File: src/rtl/sram_port_arbiter.sv
// Arbitrates NUM_PORTS requesters onto one async-SRAM controller.
// Grants one port, holds its command for the transfer, then acks it.
module sram_port_arbiter #(
  parameter int NUM_PORTS      = 3,
  parameter int ADDR_W         = 17,
  parameter int DATA_W         = 16,
  parameter int PRIO_PORT0     = 1,
  parameter int TIMEOUT_CYCLES = 255
) (
  input  logic                        clk,
  input  logic                        rst,
  input  logic [NUM_PORTS-1:0]        req,
  input  logic [NUM_PORTS-1:0]        we,
  input  logic [NUM_PORTS*ADDR_W-1:0] addr,
  input  logic [NUM_PORTS*DATA_W-1:0] wdata,
  output logic [NUM_PORTS-1:0]        ack,
  output logic [DATA_W-1:0]           rdata,
  output logic                        busy,
  output logic                        timeout_err,
  output logic                        ctrl_read_req,
  output logic                        ctrl_write_req,
  output logic [ADDR_W-1:0]           ctrl_addr,
  output logic [DATA_W-1:0]           ctrl_wdata,
  input  logic [DATA_W-1:0]           ctrl_read_data,
  input  logic                        ctrl_ready
);

  localparam int IW = (NUM_PORTS > 1) ? $clog2(NUM_PORTS) : 1;
  localparam logic [IW:0] NP = (IW+1)'(NUM_PORTS);
  localparam logic [IW-1:0] LAST = IW'(NUM_PORTS - 1);
  localparam logic [7:0] TMO_LAST = 8'(TIMEOUT_CYCLES - 1);

  typedef enum logic [2:0] {
    IDLE, ISSUE, WAIT_BUSY, WAIT_DONE, DONE
  } state_t;

  state_t state, state_nx;

  logic [IW-1:0] grant, rr_next, pick;
  logic [IW:0]   sum;
  logic          hit;
  logic          ctrl_we;
  logic [7:0]    tmo_cnt;
  logic          waiting, tmo_hit, grant_en;

  // Round-robin search starts at the port after the last grant
  always_comb begin
    pick = '0;
    hit  = 1'b0;
    sum  = '0;
    if (PRIO_PORT0 != 0 && req[0]) begin
      hit = 1'b1;
    end else begin
      for (int k = 0; k < NUM_PORTS; k++) begin
        sum = {1'b0, rr_next} + (IW+1)'(k);
        if (sum >= NP) sum = sum - NP;
        if (!hit && req[sum[IW-1:0]]) begin
          pick = sum[IW-1:0];
          hit  = 1'b1;
        end
      end
    end
  end

  assign grant_en = (state == IDLE) && hit && ctrl_ready;
  assign waiting  = (state == WAIT_BUSY) || (state == WAIT_DONE);
  // A normal completion wins over a timeout landing on the same edge
  assign tmo_hit  = waiting && (tmo_cnt == TMO_LAST) &&
                    !((state == WAIT_DONE) && ctrl_ready);

  always_comb begin
    state_nx = state;
    unique case (state)
      IDLE:      if (grant_en) state_nx = ISSUE;
      ISSUE:     state_nx = WAIT_BUSY;
      WAIT_BUSY: begin
        if (tmo_hit) state_nx = DONE;
        else if (!ctrl_ready) state_nx = WAIT_DONE;
      end
      WAIT_DONE: if (ctrl_ready || tmo_hit) state_nx = DONE;
      DONE:      state_nx = IDLE;
      default:   state_nx = IDLE;
    endcase
  end

  always_ff @(posedge clk or posedge rst) begin
    if (rst) begin
      state       <= IDLE;
      grant       <= '0;
      rr_next     <= '0;
      ctrl_we     <= 1'b0;
      ctrl_addr   <= '0;
      ctrl_wdata  <= '0;
      rdata       <= '0;
      tmo_cnt     <= '0;
      timeout_err <= 1'b0;
    end else begin
      state <= state_nx;
      if (grant_en) begin
        grant      <= pick;
        rr_next    <= (pick == LAST) ? '0 : pick + 1'b1;
        ctrl_we    <= we[pick];
        ctrl_addr  <= addr[int'(pick)*ADDR_W +: ADDR_W];
        ctrl_wdata <= wdata[int'(pick)*DATA_W +: DATA_W];
      end
      if (state == ISSUE) tmo_cnt <= '0;
      else if (waiting) tmo_cnt <= tmo_cnt + 8'd1;
      if (state == WAIT_DONE && ctrl_ready && !ctrl_we)
        rdata <= ctrl_read_data;
      if (tmo_hit) timeout_err <= 1'b1;
    end
  end

  assign busy           = (state != IDLE);
  assign ctrl_read_req  = (state == ISSUE) && !ctrl_we;
  assign ctrl_write_req = (state == ISSUE) && ctrl_we;
  assign ack = (state == DONE) ? (NUM_PORTS'(1) << grant) : '0;

endmodule

File: config.mk
export PLATFORM = sky130hd
export DESIGN_NAME = sram_port_arbiter
export DESIGN_NICKNAME = d
export VERILOG_FILES = /design/src/rtl/sram_port_arbiter.sv
export SDC_FILE = /design/constraint.sdc
export NUM_CORES = 1
export LEC_CHECK = 0
export BUFFER_PORTS_ARGS = -buffer_cell sky130_fd_sc_hd__buf_2
export CAP_MARGIN = 10
export CORE_ASPECT_RATIO = 1.1
export CORE_UTILIZATION = 40
export CTS_CLUSTER_DIAMETER = 200
export CTS_CLUSTER_SIZE = 14
export DETAILED_ROUTE_END_ITERATION = 7
export PLACE_DENSITY_LB_ADDON = 0.3
export SYNTH_ARGS = -nofsm -noshare
export SYNTH_HDL_FRONTEND = slang
export SYNTH_SLANG_ARGS = --single-unit
File: constraint.sdc
create_clock -name clk -period 5.6 [get_ports clk]
set_input_delay 0.56 -clock clk [delete_from_list [all_inputs] [get_ports clk]]
set_output_delay 0.56 -clock clk [all_outputs]
set_load 0.005 [all_outputs]
==> metrics.md <==
| Metric | Value |
|---|---|
| CTS tree | `done` |
| Setup TNS | `0 ns` |
| Core area | `0.00850 mm²` |
| Flop2flop setup slack | `2.79 ns` |
| Finished Layout Cells | `646` |
| Post-route cell area | `0.00470 mm²` |
| Largest net degree at the start of global routing | `67` |
| Diodes inserted | `0` |
| Max-Slew Margin vs Limit | `a little under a quarter` |
| Yosys cell types | `39` |
| Mapped Cells | `approximately 370` |
| Number of antenna violations at the first check in global routing | `0` |
| Final period utilization | `50.2%` |
| RSZ-0062 raised after global routing | `false` |
| Die area | `0.00928 mm²` |
| IO Count | `180` |
| Crit Path Category | `reg -> reg` |
| CP max FO | `36` |
| Pwr dens | `roughly 450 mW/mm²` |
| Crit path arrival time | `3.06 ns` |
| Worst slew pin tran | `1.14 ns` |
| Worst-path cell chain | `ha_1 > nand3_1 > o211ai_1 > buf_4 > a221oi_1 > o31ai_1` |
| FF+latch count, synth | `66` |
| Vias in the first global route | `3,610` |
| # port buffers | `roughly 180` |
| R2r worst-path depth | `6` |
| Post-synthesis mux area share | `under 10%` |
| Placed cell area | `about 0.0045 mm²` |
| Wire length per cell | `16.3 µm` |
| Hold Path End | `rdata[13]$_DFFE_PP0P_` |
| Hold slack | `between 0.4 and 0.5 ns` |
| Hold Vio Cnt, Final | `0` |
| P_sw | `0.814 mW` |
| Ys Warns | `0` |
| First-pass GRT wire length | `17.0 mm` |
| Detail Route Antenna Nets | `0` |
| Simple logic cell fraction of the synthesized area | `between 15 and 20%` |
| Routed WL | `10.5 mm` |
| Clock latency on the worst-skew pair | `0.35 ns` |
| Int Pwr | `1.30 mW` |
| Largest family of logic cells by synthesized area | `compound AO/OA/AOI/OAI gates` |
| Seq/Total Area, Yosys | `46.4%` |
| CTS max path bufs | `2` |
| Num rows | `35` |
| Total track usage | `23.3%` |
| Post-Syn Area | `0.00356 mm²` |
| Status | `completed` |
| Initial Utilization | `41.9%` |
| Die W | `91.9 µm` |
| Half-perimeter wire length after placement | `7.29 mm` |
| Leak Pwr | `between 2 and 2.5 nW` |
| Hold path cells | `2` |
| Hold-fix buffers, CTS | `0` |
| Slew Limit Fails | `0` |
| Post-Synth Adder-Cell Area | `1.41%` |
| Setup violators final | `0` |
| CP Launch Type | `flip-flop` |
| Nets | `658` |
| Peak VDD IR | `between 0.2 and 0.25 mV` |
| Global route overflow | `0` |
| Htree depth | `3` |
| Met3 usage | `6.56%` |
| Compound-gate portion of the synthesized area | `24.2%` |
| Sequential share of power | `38.4%` |
| DR iter-0 viols | `142` |
| Met2 Resource Use GR | `39.8%` |
| Final Critical Period | `2.81 ns` |
| CP required | `5.85 ns` |
| Top Usage Layer GRT | `met2` |
| XOR/XNOR share of the synthesized area | `1.23%` |
| Drc violations | `0` |
| Reg2reg end | `ctrl_addr[0]$_DFFE_PP0P_` |
| Layout area overhead | `32.0%` |
| TritonRoute pass-1 iters | `4` |
| Layout cells sized above 1 | `around 43%` |
| Logic pwr share | `42.4%` |
| Clk sinks | `66` |
| M1 GR Usage | `approximately 29%` |
| Synthesized area per cell | `9.67 µm²` |
| Max Freq | `about 0.36 GHz` |
| Dpl cells | `630` |
| CP max-delay cell | `nand3_1` |
| Post-CTS Setup Inserts | `0` |
| Routability Congestion | `0.863` |
| Max stage delay on crit path | `0.80 ns` |
| Total nets after synthesis | `496` |
| Crit path capture type | `flip-flop` |
| Clock Pin Slew Worst Setup and Hold Paths | `about 0.080 ns` |
| Switching Fraction | `38.6%` |
| Worst Skew | `0.00937 ns` |
| Total number of vias | `3,629` |
| CTS Buf Count | `9` |
| Via-per-instance ratio | `5.62` |
| RR Startpoint | `rr_next[1]$_DFFE_PP0P_` |
| HP Class | `in -> reg` |
| Maxcap violations | `0` |
| Die Y | `101 µm` |
| Root Buffer | `clkbuf_8` |
| # resized after CTS | `0` |
| Clock share of power | `approximately a fifth` |
| Worst hold start | `ctrl_read_data[13]` |
## stage by stage
step / util [%] / total power, mW / setup slack [ns]
finish: 55.3 / 2.11 / 2.79
global placement: 52.9 / 1.69 / 2.85
global route: 55.3 / 2.29 / 2.45
detailed placement: 52.9 / 1.72 / 2.77
floorplan: - / 1.36 / 3.39
CTS: 55.3 / 2.13 / 2.77
## final cells by class
type	instances	area [µm²]
clock buffer	9	124
clock inverter	7	76.3
fill	792	3800
inverter	7	26.3
multi-input combinational	261	1740
sequential	66	1650
tap	111	139
timing repair buffer	185	941
## registers in the layout, summed over array words and instances (netlist names)
signal       flops
rdata           16
rr_next          2
ctrl_wdata      16
grant            2
timeout_err      1
state            3
tmo_cnt          8
ctrl_we          1
ctrl_addr       17
## kinds of logic after synthesis
group | count (synthesis)
fa+ha+maj | 4
mux | 17
simple gates | 111
compound gates | 124
xor+xnor | 5
buf+inv | 41
flops | 66
## synth_stat cells, drive strengths merged
cell type | instances | area, µm²
a21oi | 3 | 15.0
nand4 | 3 | 18.8
or3b | 1 | 11.3
dfrtp | 66 | 1650
o21ai | 44 | 220
o21bai | 1 | 7.51
a211oi | 1 | 7.51
or2 | 3 | 21.3
nor4 | 2 | 12.5
nor3 | 4 | 20.0
buf | 4 | 38.8
xnor2 | 3 | 26.3
or3 | 2 | 17.5
nor2b | 3 | 18.8
o21a | 1 | 7.51
o22ai | 1 | 6.26
a221oi | 34 | 298
and3 | 35 | 219
o211a | 1 | 10.0
inv | 7 | 26.3
ha | 4 | 50.1
mux2i | 1 | 10.0
nand2b | 2 | 12.5
and2 | 1 | 6.26
o31ai | 34 | 255
nand3 | 2 | 10.0
nor2 | 42 | 158
o21ba | 2 | 20.0
nand2 | 7 | 26.3
nor3b | 3 | 22.5
xor2 | 2 | 17.5
clkbuf | 30 | 113
nor4b | 1 | 8.76
mux2 | 16 | 180
o211ai | 2 | 15.0
## layer usage
metal	wire, µm	part of all wire [%]
met1	4380	42
met2	5100	48
met3	942	8.9
met4	114	1.1
met5	0	0
## worst max path at each step
stage,startpoint,to,slack (ns)
3_3_place_gp,rr_next[0]$_DFFE_PP0P_,ctrl_wdata[13]$_DFFE_PP0P_,2.85
5_1_grt,rr_next[1]$_DFFE_PP0P_,ctrl_wdata[4]$_DFFE_PP0P_,2.45
3_5_place_dp,rr_next[0]$_DFFE_PP0P_,ctrl_addr[0]$_DFFE_PP0P_,2.77
2_1_floorplan,rst,ctrl_addr[0]$_DFFE_PP0P_,3.39
6_report,rr_next[1]$_DFFE_PP0P_,ctrl_addr[0]$_DFFE_PP0P_,2.79
4_1_cts,rr_next[1]$_DFFE_PP0P_,ctrl_addr[0]$_DFFE_PP0P_,2.77
## layout by cell type (no fill, tap or decap), types with 4 or more instances in the layout
cell type / instances
a221oi_1: 34
and3_1: 35
buf_2: 179
buf_4: 6
clkbuf_8: 9
dfrtp_1: 66
ha_1: 4
inv_1: 6
mux2_2: 16
nand2_1: 7
nor2_1: 42
o21ai_0: 41
o31ai_1: 34
## power by group through the flow
stage / clock network [mW] / logic [mW] / registers, mW
detailed placement: 0 / 0.905 / 0.819
floorplan: 0 / 0.541 / 0.817
CTS: 0.417 / 0.905 / 0.812
finish: 0.405 / 0.896 / 0.811
global route: 0.443 / 1.01 / 0.840
global placement: 0 / 0.881 / 0.809
## critical path: cells and delay by family (launching register included)
kind,cells,cell delay (ns)
AO/OA/AOI/OAI,3,0.88
buffers and inverters,1,0.28
AND/OR/NAND/NOR,1,0.80
adder cells (fa/ha/maj),1,0.34
flip-flops,1,0.41
(Power assumes the default switching activity.)
